==> config.mk <==
export PLATFORM = sky130hd
export DESIGN_NAME = spi_bridge
export DESIGN_NICKNAME = d
export VERILOG_FILES = /design/src/rtl/spi_bridge.sv
export SDC_FILE = /design/constraint.sdc
export NUM_CORES = 1
export LEC_CHECK = 0
export CAP_MARGIN = 20
export CORE_MARGIN = 5
export CORE_UTILIZATION = 53
export CTS_CLUSTER_SIZE = 16
export DETAILED_ROUTE_END_ITERATION = 8
export PLACE_DENSITY = 0.87
export SETUP_SLACK_MARGIN = 0.02
export SYNTH_ARGS = -nofsm -noshare
export SYNTH_HDL_FRONTEND = slang
export SYNTH_SLANG_ARGS = --single-unit
==> constraint.sdc <==
create_clock -name clk -period 2.33 [get_ports clk]
set_input_delay 0.699 -clock clk [delete_from_list [all_inputs] [get_ports clk]]
set_output_delay 0.699 -clock clk [all_outputs]
set_load 0.01 [all_outputs]
==> src/rtl/spi_bridge.sv <==
// -----------------------------------------------------------------------------
// spi_bridge
//   SPI slave front end (mode 0, MSB first) feeding the instruction decoder.
//   The SPI pins are synchronised into the clk domain and edge-detected.
//   MOSI is deserialised into bytes that appear on data_in with a one-cycle
//   byte_sync strobe. The decoder's data_out byte is shifted out on MISO
//   during the following byte slot.
//
// Ports
//   clk       : peripheral clock, all logic on its rising edge
//   rst       : asynchronous, active-high reset
//   sclk      : SPI clock (async, idle low)
//   cs_n      : SPI chip select (async, active low)
//   mosi      : SPI data in, sampled on sclk rising edges
//   miso      : SPI data out, 0 whenever miso_oe is low
//   miso_oe   : pad output enable, high while armed and selected
//   byte_sync : one-cycle pulse, data_in holds a newly completed byte
//   data_in   : last received byte
//   data_out  : byte to transmit in the next byte slot
//   frame_err : one-cycle pulse when cs_n rises mid-byte
// -----------------------------------------------------------------------------
module spi_bridge #(
  parameter int SYNC_STAGES = 2  // minimum 2
) (
  input  logic       clk,
  input  logic       rst,
  input  logic       sclk,
  input  logic       cs_n,
  input  logic       mosi,
  output logic       miso,
  output logic       miso_oe,
  output logic       byte_sync,
  output logic [7:0] data_in,
  input  logic [7:0] data_out,
  output logic       frame_err
);

  // Synchronisers plus one edge-detect flop for sclk and cs_n. mosi is taken
  // from the last sync stage so it lines up with the synced sclk.
  logic [SYNC_STAGES-1:0] sclk_sync, cs_sync, mosi_sync;
  logic                   sclk_d, cs_d;
  // Shifts in ones after reset. Once its top bit is set, the synced cs_n
  // reflects a real pin sample rather than the reset value.
  logic [SYNC_STAGES-1:0] fill;

  always_ff @(posedge clk or posedge rst) begin
    if (rst) begin
      // cs_n resets to "deselected" so reset release never creates a fake edge.
      sclk_sync <= '0;
      mosi_sync <= '0;
      cs_sync   <= '1;
      sclk_d    <= 1'b0;
      cs_d      <= 1'b1;
      fill      <= '0;
    end else begin
      // NOTE: sequential state uses non-blocking assignments so every flop
      // samples the pre-edge values and the chains shift one stage per clock.
      sclk_sync <= {sclk_sync[SYNC_STAGES-2:0], sclk};
      mosi_sync <= {mosi_sync[SYNC_STAGES-2:0], mosi};
      cs_sync   <= {cs_sync[SYNC_STAGES-2:0], cs_n};
      sclk_d    <= sclk_sync[SYNC_STAGES-1];
      cs_d      <= cs_sync[SYNC_STAGES-1];
      fill      <= {fill[SYNC_STAGES-2:0], 1'b1};
    end
  end

  logic sclk_s, cs_s, mosi_s;
  logic rise, fall, cs_fall, cs_rise, active;

  assign sclk_s  = sclk_sync[SYNC_STAGES-1];
  assign cs_s    = cs_sync[SYNC_STAGES-1];
  assign mosi_s  = mosi_sync[SYNC_STAGES-1];
  assign rise    =  sclk_s & ~sclk_d;
  assign fall    = ~sclk_s &  sclk_d;
  assign cs_fall = ~cs_s   &  cs_d;
  assign cs_rise =  cs_s   & ~cs_d;

  // Frame state
  logic       armed, armed_nx;
  logic       cs_ok, cs_ok_nx;       // cs_n has been seen high since reset
  logic [2:0] bit_cnt, bit_cnt_nx;
  // Only the low seven received bits are kept; the eighth goes straight into
  // data_in together with them.
  logic [6:0] rx_shift, rx_nx;
  logic [7:0] tx_shift, tx_nx;
  logic       load_pend, load_pend_nx;
  logic [7:0] data_in_nx;
  logic       byte_sync_nx, frame_err_nx;

  assign active  = armed & ~cs_s;
  assign miso_oe = active;
  assign miso    = active & tx_shift[7];

  always_comb begin
    // NOTE: every signal assigned here gets a default first, so no path can
    // leave one unassigned and infer a latch.
    armed_nx     = armed;
    cs_ok_nx     = cs_ok | (fill[SYNC_STAGES-1] & cs_s);
    bit_cnt_nx   = bit_cnt;
    rx_nx        = rx_shift;
    tx_nx        = tx_shift;
    data_in_nx   = data_in;
    byte_sync_nx = 1'b0;
    frame_err_nx = 1'b0;
    load_pend_nx = byte_sync;

    if (cs_rise) begin
      // Deselect wins over any sclk edge in the same cycle.
      armed_nx     = 1'b0;
      frame_err_nx = (bit_cnt != 3'd0);
      bit_cnt_nx   = 3'd0;
    end else if (cs_fall) begin
      // A cs_n already low at reset release must not arm the frame.
      if (cs_ok) begin
        armed_nx   = 1'b1;
        bit_cnt_nx = 3'd0;
        tx_nx      = data_out;
      end
    end else if (active) begin
      if (load_pend) begin
        tx_nx = data_out;
      end else if (fall && bit_cnt != 3'd0) begin
        // The fall right after the 8th rise (bit_cnt wrapped to 0) is skipped
        // so the freshly loaded MSB stays on MISO for the next byte.
        tx_nx = {tx_shift[6:0], 1'b0};
      end
      if (rise) begin
        rx_nx      = {rx_shift[5:0], mosi_s};
        bit_cnt_nx = bit_cnt + 3'd1;
        if (bit_cnt == 3'd7) begin
          data_in_nx   = {rx_shift, mosi_s};
          byte_sync_nx = 1'b1;
        end
      end
    end
  end

  always_ff @(posedge clk or posedge rst) begin
    if (rst) begin
      armed     <= 1'b0;
      cs_ok     <= 1'b0;
      bit_cnt   <= 3'd0;
      rx_shift  <= '0;
      tx_shift  <= '0;
      load_pend <= 1'b0;
      data_in   <= '0;
      byte_sync <= 1'b0;
      frame_err <= 1'b0;
    end else begin
      armed     <= armed_nx;
      cs_ok     <= cs_ok_nx;
      bit_cnt   <= bit_cnt_nx;
      rx_shift  <= rx_nx;
      tx_shift  <= tx_nx;
      load_pend <= load_pend_nx;
      data_in   <= data_in_nx;
      byte_sync <= byte_sync_nx;
      frame_err <= frame_err_nx;
    end
  end

endmodule

; Yosys cells after proc, flatten, opt, wreduce, memory -nomap -nowiden
; Index checks and enable logic that the tools add are counted.
[word_totals]
ff_bits = 41
out_inout_bits = 12
elab_cells = 65
[classes]
n_reduce_logical = 13
eq_ne = 3
n_bitwise = 14
n_addsub = 1
mux = 19
[op_table]
columns = operator, n
row1 = 8-bit 2-to-1 mux, 5
row2 = 3-bit 2-to-1 mux, 5
row3 = 3-bit nonzero test, 4
row4 = 1-bit 2-to-1 mux, 9
row5 = 4-bit AND reduction, 2
row6 = 1-bit bitwise AND, 7
row7 = 1-bit NOT, 6
row8 = 2-bit nonzero test, 3
row9 = 5-bit AND reduction, 1
row10 = "3-bit by 1-bit adder with 3-bit output, second input constant", 1
row11 = "3-bit == test, second input constant", 1
row12 = "3-bit by 1-bit inequality test with 1-bit output, second input constant", 1
row13 = 3-bit AND reduction, 1
row14 = "2-bit by 1-bit inequality test with 1-bit output, second input constant", 1
row15 = 2-bit AND reduction, 1
row16 = 1-bit logical AND, 1
row17 = 1-bit OR, 1

; Longest topological paths before layout
; Gate-level depths: netlist (run 1).
[logic_depth]
depth_word = 7
depth_mapped = 7

; Worst setup path after synthesis (run 1)
; Ideal clock, no wire load.
[synth_path]
kind = flip-flop to flip-flop
startpoint = reg cs_sync[1]
endpoint = reg tx_shift[2]
n_path_buf = 1
required_time_ns = 2.205
path_stages_with_launch = 7
arrival_time_ns = 1.770
path_slack_ns = 0.435
period_less_slack_ns = 1.895
path_cell_list = dfstp_2 > inv_1 > ha_1 > or2_1 > buf_4 > o21ai_4 > mux2_2
[synth_via]
elab_chain_cells = 4
elab_cells_between_ends = 10
classes_between = eq/ne: 1 / mux: 1 / bitwise: 5 / reduce/logical: 3
[synth_lines]
columns = element, line_no
row1 = "start, declared", 40  ; logic [SYNC_STAGES-1:0] sclk_sync, cs_sync, mosi_sync;
row2 = "start signal, assigned", 60  ; cs_sync <= {cs_sync[SYNC_STAGES-2:0], cs_n};
row3 = 1-bit NOT, "75, 90"
row4 = "1-bit bitwise AND, on equally long branches", "75, 90"
row5 = 2-bit by 1-bit inequality test with 1-bit output (no line) (tied with other cells), -
row6 = 4-bit AND reduction (no line), -
row7 = "end signal, assigned", 154  ; tx_shift <= tx_nx;
row8 = "end, declared", 85  ; logic [7:0] tx_shift, tx_nx;
; Several ways; a longest one is shown, not always the timed one.
; A chain may end at the register's enable or synchronous reset.

; Final worst setup path (run 1)
[layout_path]
startpoint = reg cs_sync[1]
endpoint = out miso
[layout_via]
elab_chain_cells = 3
[layout_lines]
columns = element, line_no
row1 = 1-bit NOT, 90  ; assign active = armed & ~cs_s;
row2 = 1-bit bitwise AND, 90
row3 = 1-bit bitwise AND, 92  ; assign miso = active & tx_shift[7];
row4 = "end, declared", 30  ; output logic miso,
; No other way between the ends.

==> out/results.ini, run 1 <==
[sta]
post-route-min-period_ns=2.20
worstMarginPinSlew_ns=0.508
max_slew_margin=0.661
rsz0062_at_grt=false
slew_viol_final=0
fin_setup_tns_ns=0
fmax_ghz=0.455
fin_crit_sh=0.944
finalHoldViolations=0
fin_ws_ns=0.131
setup_viol_count_final=0
clock_skew_ns=0.00972

[place]
place_ws_ns=0.201
port_buffers=24
dp_hpwl_um=2170
gp_congestion=0.814

[die]
dieArea_um2=4470
io-pin-count=25
fp.dieH_um=66.9
core_um2=3080
die_w_um=66.9
row_count=20
start_util=0.557

[logic_synthesis]
synth_top_area_share=0.554
synth_xor_area_frac=0
yosys_warnings=0
synthMuxAreaShare=0.154
synth_edf_count=0
synth-simple-area-share=0.115
ys_seq_area_frac=0.600
syn_avg_cell_area_um2=13.3
synth_compound_area_frac=0.0547
async_reset_ff_frac=1.00
syn_nets=147
syn_inst=129
ys_types=30
synth_flop_cell=dfrtp_1
synth_top_family_by_area=multiplexers
synth_area_leader_cell=dfrtp_1
yosysMostFrequentCell=dfrtp_1
synthAdderAreaFrac=0.0365
ys_top_cells_by_area=dfrtp_1 (55%), mux2_2 (7.2%), mux2_4 (7.0%)
ys_seq_elements=41
synthTopCellsByCount=dfrtp_1 (38), nand2_1 (24), mux2_2 (11)
syn_area_um2=1720

[drt]
vias=1010
drt_pass1_iterations=4
drt-total-wl_um=3030
drt.antenna.violating_nets=0
drc=0
drt-initial-drc-count=22
viasPerCell=4.93
avgRoutedWirePerCell_um=14.8

[critical_path]
timing.rr.end=tx_shift[2]
slowest_delay_ns=0.55
startpoint=cs_sync[1]
crit_chain=and2b_2 -> and2_1 -> clkdlybuf4s15_1
cp_max_fo=3
critPathBufInv=1
worstSetupEndpointType=output pin
crit_family=flip-flops
reg2reg_setup_slack_ns=0.16
path_class=register to output pin
cp_slowest_cell=dfstp_2
worstRegToRegCells=6
required_ns=1.63
timing.rr.start=cs_sync[1]
startpoint_type=register
arrival_ns=1.50

[layout]
diodes=0
fin_nets=178
area_growth_pct=22.6
final_core_util=0.683
drive_gt1_frac=0.248
fillCellCount=224

[pwr]
p_seq_frac=0.526
netSwitchingPower_w=0.000381
p_per_area_nw_per_um2=789
irDropWorstVdd_mv=0.567
switching_share=0.230
p_comb_frac=0.137
pwr-share-clk=0.336
p_int_w=0.00128
p_leak_nw=1.03

[clock_tree]
cts_root_buf=clkbuf_4
cts_tree=yes
cts.sinks=41
cts_hold_buffers=0
path_clk_slew_ns=0.11
cts_buffer_depth=2
cts.htree.levels=2
clk_latency_ns=0.34
cts-buffers-inserted=5

[hold_path]
min_to=cs_sync[1]
min_from=cs_sync[0]
hold_depth=0
hp-class=register to register

[global_routing]
grt_max_degree=42
grt_use_total=0.157
antenna_found_initial=0
grt_overflow=0
grt_pass1_wl_um=5120
grt_pass1_vias=1086

[run_status]
status=finished clean

[job]
max_cap_violations=0

[worst reg2reg max path, delay by kind of cell (launching register included)]
family / cells / cell delay, ns
buf+inv: 2 / 0.17
flops: 1 / 0.55
compound gates: 1 / 0.34
fa+ha+maj: 1 / 0.23
mux: 1 / 0.38
simple gates: 1 / 0.39
[layout by cell type, fill, tap and decap left out, drive strengths merged, types with 2 or more instances in the layout]
cell type / instances
ha: 5
nor2b: 3
mux2: 19
bufinv: 2
dfstp: 3
nand2: 25
clkbuf: 5
inv: 10
o21ai: 3
mux2i: 2
dfrtp: 38
clkdlybuf4s50: 22
or2: 2
a22o: 2
buf: 2
nor2: 2
and2: 2
a21oi: 3
[state kept, by name, summed over array words and instances (netlist names)]
signal     cells
sclk_d         1
byte_sync      1
sclk_sync      2
data_in        8
mosi_sync      2
cs_sync        2
rx_shift       7
tx_shift       8
frame_err      1
cs_d           1
load_pend      1
bit_cnt        3
cs_ok          1
fill           2
armed          1
[layout make-up]
class	instances	area, um^2	share of cell area
clock buffer	5	37.5	0.0178
sequential	41	1030	0.490
multi-input combinational	76	621	0.295
clock inverter	3	65.1	0.0309
inverter	10	37.5	0.0178
tap	44	55.1	0.0262
timing repair buffer	26	258	0.123
[routing by layer]
layer	track usage	up-vias	routed length [um]
met5	0	-	0
met2	0.269	14	1650
li1	-	486	-
met1	0.188	504	1260
met3	0.0405	6	70
met4	0.0608	0	54
[metrics by stage]
step,area [um^2],hold WS (ns),cells,power [W]
6_report,2100,0.367,205,0.00166
5_1_grt,2100,0.377,205,0.00175
4_1_cts,2100,0.371,205,0.00168
3_5_place_dp,1990,0.347,196,0.00112
3_3_place_gp,1990,0.333,196,0.00109
2_1_floorplan,1720,0.331,129,0.00104
[power groups by stage]
stage / sequential, W / clock [W] / combinational, W
3_3_place_gp: 0.000879 / 0 / 0.000212
4_1_cts: 0.000875 / 0.000571 / 0.000230
6_report: 0.000873 / 0.000558 / 0.000228
5_1_grt: 0.000889 / 0.000607 / 0.000254
2_1_floorplan: 0.000866 / 0 / 0.000170
3_5_place_dp: 0.000890 / 0 / 0.000229
[timing repair]
action	in CTS	in global routing
setup buffers	1	0
resized for setup	1	2
endpoints found under the setup margin	2	2
[worst max-delay path by stage]
stage             endpoint  slack (ns)  cells after the start
2_1_floorplan  tx_shift[2]        0.43                      6
3_3_place_gp          miso        0.23                      3
3_5_place_dp          miso        0.20                      3
4_1_cts            miso_oe        0.02                      2
5_1_grt        tx_shift[2]        0.03                      6
6_report              miso        0.13                      3
[cell families after synthesis]
group                    Yosys count
flip-flops                        41
AND/OR/NAND/NOR                   37
other                              1
adder cells (fa/ha/maj)            5
buffers and inverters             12
multiplexers                      21
AO/OA/AOI/OAI                     12
Note: power is estimated with default switching activity, not from simulation.
==> run 2, diff against run 1 <==
Settings changed: SLEW_MARGIN set to 20.
==> results of run 2 <==
Final layout, timing and power as in run 1 (identical DEF).
